<file path="config.mk">
export PLATFORM = sky130hd
export DESIGN_NAME = bp_cce_resource_arbiter
export DESIGN_NICKNAME = d
export VERILOG_FILES = /design/src/rtl/bp_cce_resource_arbiter.sv
export SDC_FILE = /design/constraint.sdc
export NUM_CORES = 1
export LEC_CHECK = 0
export ABC_CLOCK_PERIOD_IN_PS = 2500
export BUFFER_PORTS_ARGS = -buffer_cell sky130_fd_sc_hd__buf_2
export CAP_MARGIN = 20
export CORE_AREA = 2 2 107 109
export CTS_BUF_LIST = sky130_fd_sc_hd__clkbuf_8
export DETAILED_ROUTE_END_ITERATION = 10
export DIE_AREA = 0 0 109 111
export PLACE_DENSITY = 0.54
export REMOVE_ABC_BUFFERS = 1
export SETUP_SLACK_MARGIN = 0.1
export SYNTH_ARGS = -nofsm -noshare
export SYNTH_HDL_FRONTEND = slang
export SYNTH_SLANG_ARGS = --single-unit
export TNS_END_PERCENT = 50
</file>
<file path="constraint.sdc">
create_clock -name clk_i -period 2.5 [get_ports clk_i]
set_input_delay 0.5 -clock clk_i [delete_from_list [all_inputs] [get_ports clk_i]]
set_output_delay 0.5 -clock clk_i [all_outputs]
set_load 0.02 [all_outputs]
</file>
<file path="src/rtl/bp_cce_resource_arbiter.sv">
// N-requester arbiter for one CCE shared resource: fixed-priority class over round-robin, lock, stall gating.
// Optional starvation counters enabled by defining BP_CCE_ARB_STARVE_EN.
module bp_cce_resource_arbiter #(
    parameter int                   num_req_p       = 3,
    parameter int                   payload_width_p = 64,
    parameter logic [num_req_p-1:0] hipri_mask_p    = 'b001,
    parameter logic [num_req_p-1:0] stall_mask_p    = 'b010,
    parameter int                   starve_limit_p  = 8,
    localparam int                  id_width_lp     = (num_req_p > 1) ? $clog2(num_req_p) : 1
) (
    input  logic                                 clk_i,
    input  logic                                 reset_n_i,
    input  logic                                 stall_i,
    input  logic [num_req_p-1:0]                 req_v_i,
    input  logic [num_req_p-1:0]                 req_lock_i,
    input  logic [num_req_p*payload_width_p-1:0] req_data_i,
    output logic [num_req_p-1:0]                 req_ready_o,
    output logic                                 v_o,
    output logic [payload_width_p-1:0]           data_o,
    output logic [id_width_lp-1:0]               grant_id_o,
    input  logic                                 ready_i,
    output logic                                 locked_o
);

    typedef enum logic {e_idle, e_locked} lock_state_e;

    lock_state_e            state_r, state_n;
    logic [id_width_lp-1:0] lock_id_r;
    logic [id_width_lp-1:0] rr_ptr_r;
    logic [num_req_p-1:0]   eligible;
    logic                   gnt_found;
    logic [id_width_lp-1:0] gnt_id;
    logic                   xfer;

    assign eligible = req_v_i & ~(stall_mask_p & {num_req_p{stall_i}});

`ifdef BP_CCE_ARB_STARVE_EN
    localparam int cnt_width_lp = $clog2(starve_limit_p + 1);
    logic [cnt_width_lp-1:0] starve_cnt_r [num_req_p];
`else
    logic unused_starve_limit;
    assign unused_starve_limit = (starve_limit_p != 0);
`endif

    always_comb begin
        gnt_found = 1'b0;
        gnt_id    = '0;
        if (state_r == e_locked) begin
            // A held lock blocks everyone else, even when the owner is not asking.
            if (eligible[lock_id_r]) begin
                gnt_found = 1'b1;
                gnt_id    = lock_id_r;
            end
        end else begin
`ifdef BP_CCE_ARB_STARVE_EN
            for (int i = 0; i < num_req_p; i++) begin
                if (!gnt_found && eligible[i] && (starve_cnt_r[i] == cnt_width_lp'(starve_limit_p))) begin
                    gnt_found = 1'b1;
                    gnt_id    = id_width_lp'(i);
                end
            end
`endif
            for (int i = 0; i < num_req_p; i++) begin
                if (!gnt_found && eligible[i] && hipri_mask_p[i]) begin
                    gnt_found = 1'b1;
                    gnt_id    = id_width_lp'(i);
                end
            end
            // Round-robin in two passes: from the pointer upward, then wrap to index 0.
            for (int i = 0; i < num_req_p; i++) begin
                if (!gnt_found && eligible[i] && !hipri_mask_p[i] && (id_width_lp'(i) >= rr_ptr_r)) begin
                    gnt_found = 1'b1;
                    gnt_id    = id_width_lp'(i);
                end
            end
            for (int i = 0; i < num_req_p; i++) begin
                if (!gnt_found && eligible[i] && !hipri_mask_p[i]) begin
                    gnt_found = 1'b1;
                    gnt_id    = id_width_lp'(i);
                end
            end
        end
    end

    assign v_o        = reset_n_i & gnt_found;
    assign xfer       = v_o & ready_i;
    assign grant_id_o = v_o ? gnt_id : '0;
    assign data_o     = v_o ? req_data_i[gnt_id*payload_width_p +: payload_width_p] : '0;
    assign locked_o   = (state_r == e_locked);

    always_comb begin
        req_ready_o = '0;
        for (int i = 0; i < num_req_p; i++) begin
            req_ready_o[i] = xfer && (gnt_id == id_width_lp'(i));
        end
    end

    always_comb begin
        state_n = state_r;
        case (state_r)
            e_idle:   if (xfer && req_lock_i[gnt_id])  state_n = e_locked;
            e_locked: if (xfer && !req_lock_i[gnt_id]) state_n = e_idle;
            default:  state_n = e_idle;
        endcase
    end

    always_ff @(posedge clk_i or negedge reset_n_i) begin
        if (!reset_n_i) begin
            state_r   <= e_idle;
            lock_id_r <= '0;
            rr_ptr_r  <= '0;
        end else begin
            state_r <= state_n;
            if (xfer && req_lock_i[gnt_id]) begin
                lock_id_r <= gnt_id;
            end
            if (xfer && !hipri_mask_p[gnt_id]) begin
                rr_ptr_r <= (gnt_id == id_width_lp'(num_req_p - 1)) ? '0 : gnt_id + 1'b1;
            end
        end
    end

`ifdef BP_CCE_ARB_STARVE_EN
    // A stalled requester keeps its accumulated wait; dropping valid forfeits it.
    always_ff @(posedge clk_i or negedge reset_n_i) begin
        if (!reset_n_i) begin
            for (int i = 0; i < num_req_p; i++) starve_cnt_r[i] <= '0;
        end else begin
            for (int i = 0; i < num_req_p; i++) begin
                if (xfer && (gnt_id == id_width_lp'(i))) begin
                    starve_cnt_r[i] <= '0;
                end else if (eligible[i]) begin
                    if (starve_cnt_r[i] != cnt_width_lp'(starve_limit_p))
                        starve_cnt_r[i] <= starve_cnt_r[i] + 1'b1;
                end else if (!(req_v_i[i] && stall_mask_p[i] && stall_i)) begin
                    starve_cnt_r[i] <= '0;
                end
            end
        end
    end
`endif

endmodule

</file>
[Word level (Yosys, flattened, before mapping)]
Index checks and enable logic that the tools add are counted.
Word-level totals
  register bits after elaboration: 5
  bits of input ports: 202
  output and inout port bits: 71
  logic and storage cells: 64
Operators by class
  add/subtract/negate cells: 1
  magnitude comparators: 4
  equal/unequal tests: 2
  shift-type cells: 1
  mux-type cells: 29
  bitwise gates (word level): 5
  reduce and logical (&&, ||, !) cells: 19
Operators by type and width (number)
  $shiftx A192 B9 Y64: 1
  $mux W64: 1
  $mux W1: 17
  $mux W2: 7
  $logic_and A1 B1 Y1: 12
  $bmux W1 S2: 3
  $logic_not A1 Y1: 6
  $lt A2 B3 Y1 const B: 2
  $and A3 B3 Y3: 1
  $not A2 Y3: 1
  $add A2 B1 Y2 const B: 1
  $and A1 B1 Y1: 2
  $eq A2 B1 Y1 const B: 1
  $eq A2 B2 Y1 const B: 1
  $ge A1 B2 Y1 const A: 1
  $ge A2 B2 Y1 const A: 1
  $logic_not A2 Y1: 1
  $pmux W1 S2: 1
  $not A1 Y1: 1

[Logic depth before layout (Yosys ltp)]
  depth in word-level cells: 28
  depth in mapped cells: 8
  mapped depth without buffers: 5

[Worst setup path after synthesis]
Ideal clock, no wire load.
  path type: input -> output
  start: input port stall_i
  end: output port req_ready_o[0]
  data arrival time: 2.034 ns
  required time: 2.000 ns
  slack: -0.034 ns
  stages on the path: 7
  path buffers: 3
  path through: nand2b_1 > o211a_1 > or2_1 > buf_2 > buf_6 > buf_6 > nor3_1
Between the ends
  word-level cells in the longest chain between the ends: 22
  elaborated cells on any way between the ends: 32
  those cells by class: mux: 17; bitwise: 4; reduce/logical: 11
RTL lines
  start, declared: RTL line 13  | input logic stall_i,
  $not A2 Y3 (*): RTL line 35  | assign eligible = req_v_i & ~(stall_mask_p & {num_req_p{stall_i}});
  $and A3 B3 Y3 (*): RTL line 35
  $logic_and A1 B1 Y1 (2 in series): RTL line 71  | if (!gnt_found && eligible[i] && !hipri_mask_p[i] && (id_width_lp'(i) >= rr_ptr_r)) begin
  $mux W1: RTL line 71
  $mux W1: RTL line 48  | if (state_r == e_locked) begin
  $logic_not A1 Y1: RTL line 71
  $logic_and A1 B1 Y1 (2 in series): RTL line 71
  $mux W1: RTL line 71
  (+4 left out)
  $mux W1: RTL line 48
  $logic_not A1 Y1: RTL line 77  | if (!gnt_found && eligible[i] && !hipri_mask_p[i]) begin
  $logic_and A1 B1 Y1: RTL line 77
  $mux W1: RTL line 77
  $mux W1: RTL line 48
  $and A1 B1 Y1: RTL line 85  | assign v_o = reset_n_i & gnt_found;
  $and A1 B1 Y1: RTL line 86  | assign xfer = v_o & ready_i;
  $logic_and A1 B1 Y1 (*): RTL line 94  | req_ready_o[i] = xfer && (gnt_id == id_width_lp'(i));
  end, declared: RTL line 17  | output logic [num_req_p-1:0] req_ready_o,
Mark *: on every way between the ends. The rest lies on a longest branch, timed or not. The select of a mux whose other input is x is not followed.

[Worst setup path in the final report]
  start: input port stall_i
  end: output port data_o[14]
Between the ends
  word-level cells in the longest chain between the ends: 21
  elaborated cells on any way between the ends: 31
  those cells by class: shift: 1; mux: 18; bitwise: 3; reduce/logical: 9
RTL lines
  $not A2 Y3 (*): RTL line 35
  $and A3 B3 Y3 (*): RTL line 35
  $logic_and A1 B1 Y1 (2 in series): RTL line 71
  $mux W1: RTL line 71
  $mux W1: RTL line 48
  $logic_not A1 Y1: RTL line 71
  $logic_and A1 B1 Y1 (2 in series): RTL line 71
  $mux W1: RTL line 71
  (+3 left out)
  $mux W1: RTL line 77
  $mux W1: RTL line 48
  $logic_not A1 Y1: RTL line 77
  $logic_and A1 B1 Y1: RTL line 77
  $mux W2 or $mux W1 (tied branches): RTL line 77
  $mux W2 or $mux W1 (tied branches): RTL line 48
  $shiftx A192 B9 Y64 or $and A1 B1 Y1 (tied branches): RTL line 88, 85
  $mux W64 (*): RTL line 88  | assign data_o = v_o ? req_data_i[gnt_id*payload_width_p +: payload_width_p] : '0;
  end, declared: RTL line 19  | output logic [payload_width_p-1:0] data_o,
Marks and branches as above.

==> results by group <==
Routing
  – Initial DRC count: ~120
  – Total number of vias: 3248
  – # DRC: 0
  – WL/cell: 15.17 um
  – WL final: approximately 10000 um
  – Pre-Repair DR Iteration Count: 4
  – Via-to-Cell Ratio: roughly 4.8
  – Number of routed nets with antenna violations: 0

Floorplan
  – Die Height: 111 um
  – Overall die area: approximately 12000 um^2
  – Die X: 109 um
  – Row cnt: 39
  – Initial Util: 14.74%
  – Core Area: 11080 um^2
  – I/O pins: 273

Finish
  – Final net count: 739
  – Layout area overhead: 144.1%
  – Post-Route Utilization: 35.99%
  – Share of cells above drive strength 1: 75.37%
  – Antenna cell count: 0
  – Fill cell count: 1190

Worst setup path
  – Worst Path Buf+Inv: 3
  – Critical Path Sink Type: output pin
  – CP delay by family, top: compound AO/OA/AOI/OAI gates
  – Crit Path Max Fanout: 36
  – Startpoint types: primary input
  – Critical path's slowest cell: a22oi_2
  – Kind of critical path: in2out
  – Crit-path cells: buf_2 > nand2b_1 > o211a_1 > or2_4 > buf_12 > a22oi_2 > a21oi_4 > buf_6
  – WP data arrival: 2.03 ns
  – Data required, critical path: 2.00 ns
  – Max stage delay on crit path: 0.30 ns

Timing
  – Hold Violations, Final: 0
  – Tcrit/Tclk final: 101.1%
  – Rel. slew slack: 74.34%
  – Final setup viols: 5
  – Final Critical Period: 2.529 ns
  – RSZ-0062 raised after global routing: true
  – Max frequency: 395.5 MHz
  – Max Slew Vio Count: 0
  – Final WS setup: -0.02864 ns
  – Worst Skew: 0.0007565 ns
  – Actual slew at the worst max-slew pin: 0.3848 ns
  – Hold WS: between 0.1 and 0.15 ns

Global routing
  – Grt ovf: 0
  – Total track usage: 14.57%
  – Initial antenna violation count: 0
  – First-pass GRT wire length: 14270 um
  – Pin count of the biggest net entering global routing: 37
  – Busiest layer in global routing: met2
  – Global Route met2 Usage: 29.57%
  – Met3 Use GR: approximately 1.9%
  – Met1 Use GR: 14.55%
  – Vias in the first global route: 3126

Placement
  – HPWL reported at the end of detailed placement: 7219 um
  – Routability-driven placement congestion ratio: approximately 0.81
  – Port bufs: 272

Clocking
  – Max Buffers Root-to-Sink: 2
  – Worst-Skew Late Latency: 0.22 ns
  – Clock sinks: 5
  – Reg clk slew, reported paths: 0.03 ns
  – CTS H-Tree Depth: 1
  – Total CTS buffers: 3
  – Root buf cell: clkbuf_8
  – CTS tree: built

Outcome
  – Failing checks: negative setup slack
  – Status: complete, but fails checks

Synthesis
  – Synth Instances: 268
  – #FFs+latches synth: 5
  – Yosys cell types: 33
  – Synthesized area per cell: 6.093 um^2
  – Synth warnings: 0
  – Register area share after synthesis: 7.663%
  – Mapped cell area: 1633 um^2

Power and ir drop
  – Tot Pwr: 2700 uW
  – Max VDD drop: 0.3923 mV
  – Leak: 0.001961 uW
  – PwrDens: 677.4 nW/um^2

Run
  – Max-cap violation count: 0

Worst hold path
  – Min-delay worst type: in2async
## stage by stage
step | area (um^2) | cells | TNS, ns | setup WS [ns]
finish | 3986 | 679 | -0.05909 | -0.02864
global route | 3986 | 679 | -3.735 | -0.09745
CTS | 3635 | 677 | -0.3304 | -0.05677
detailed placement | 3176 | 665 | -3.195 | -0.2365
global placement | 3176 | 665 | -2.663 | -0.1912
floorplan | 1484 | 239 | -100.92 | -1.455
## cells in the final DEF, fill, tap and decap left out, types with 2 or more instances in the layout
master	count
buf_2	204
buf_4	53
a22oi_1	51
a21oi_2	47
nand2_1	34
nand2_2	32
buf_6	27
a21oi_1	17
a22oi_2	13
nand2_4	5
buf_12	5
inv_1	4
dfrtp_1	4
nor2b_1	3
and2_1	3
clkbuf_8	3
nand3b_1	2
buf_16	2
clkbuf_16	2
## final cells by class
| type | count | area [um^2] | share of cell area (%) |
|---|---|---|---|
| clock buffers | 3 | 41.29 | 1.036 |
| inverters | 4 | 17.52 | 0.4394 |
| repair buffers | 293 | 1928 | 48.37 |
| clock inverters | 1 | 3.754 | 0.09416 |
| multi-input cells | 230 | 1690 | 42.40 |
| flip-flops and latches | 5 | 126.4 | 3.170 |
| well taps | 143 | 178.9 | 4.488 |
## cells in the mapped netlist
cell      instances  share of area (%)
nand3_1           1               0.31
a31o_1            1               0.54
o211ai_1          1               0.46
a21oi_1          65                 20
nand4b_1          1               0.54
o211a_1           1               0.61
a211o_1           1               0.54
mux2_2            1               0.69
dfrtp_1           5                7.7
and3_1            1               0.38
nand2_1          71                 16
and4bb_1          1               0.77
a22oi_2           8                6.1
o21a_1            1               0.46
a221oi_2          1               0.92
nor3_1            2               0.61
nor2_1            2               0.46
or2_1             1               0.38
o21bai_1          1               0.46
nor2b_1           3                1.1
nand2b_1          1               0.38
a32o_1            1               0.61
buf_2            11                3.4
inv_1             4               0.92
buf_6             2                1.4
a22oi_1          56                 26
nor3_4            1                1.0
nand3b_1          2               0.92
buf_4             3                1.4
or3b_1            1               0.54
and2_1            3                1.1
o21ai_1           1               0.31
clkbuf_1         13                3.0
## where the power goes
part / internal (uW) / leakage, uW / switching [uW] / total [uW]
Clock: 105 / 0.0000269 / 39.3 / 144
Combinational: 1080 / 0.00188 / 1330 / 2410
Sequential: 109 / 0.0000563 / 33.6 / 143
## repair_timing
action	CTS	global route
hold buffers	0	0
gates cloned	2	2
pin swaps	23	39
buffers inserted	6	0
setup endpoints to repair	68	69
resized for setup	112	87
## worst paths after layout
| kind | startpoint | to | slack (ns) | depth (start not counted) |
|---|---|---|---|---|
| worst max-delay path | stall_i | data_o[14] | -0.03 | 8 |
| worst max register to register | lock_id_r[0] | lock_id_r[0] | 0.56 | 6 |
| max in group asynchronous | reset_n_i | asynchronous set/reset pin | 2.22 | 1 |
| worst min-delay path | reset_n_i | lock_id_r[0] | 0.11 | 1 |
| worst min register to register | rr_ptr_r[0] | rr_ptr_r[0] | 0.52 | 1 |
| min in group clk_i | rr_ptr_r[0] | rr_ptr_r[0] | 0.52 | 1 |
## logic make-up (layout without fill, tap and decap cells)
| group | count (synthesis) | after routing | share of synthesized area (%) |
|---|---|---|---|
| buf+inv | 33 | 301 | 10.04 |
| mux | 1 | 1 | 0.6896 |
| simple gates | 91 | 91 | 24.91 |
| flops | 5 | 5 | 7.663 |
| compound gates | 138 | 138 | 56.71 |
## per-layer routing
| metal | part of all wire (%) | vias to the layer above |
|---|---|---|
| met2 | 53 | 188 |
| met4 | 2.3 | 0 |
| met1 | 36 | 1508 |
| met5 | 0 | - |
| li1 | - | 1536 |
| met3 | 8.2 | 16 |
No activity file was read; power rests on OpenSTA's default activity.
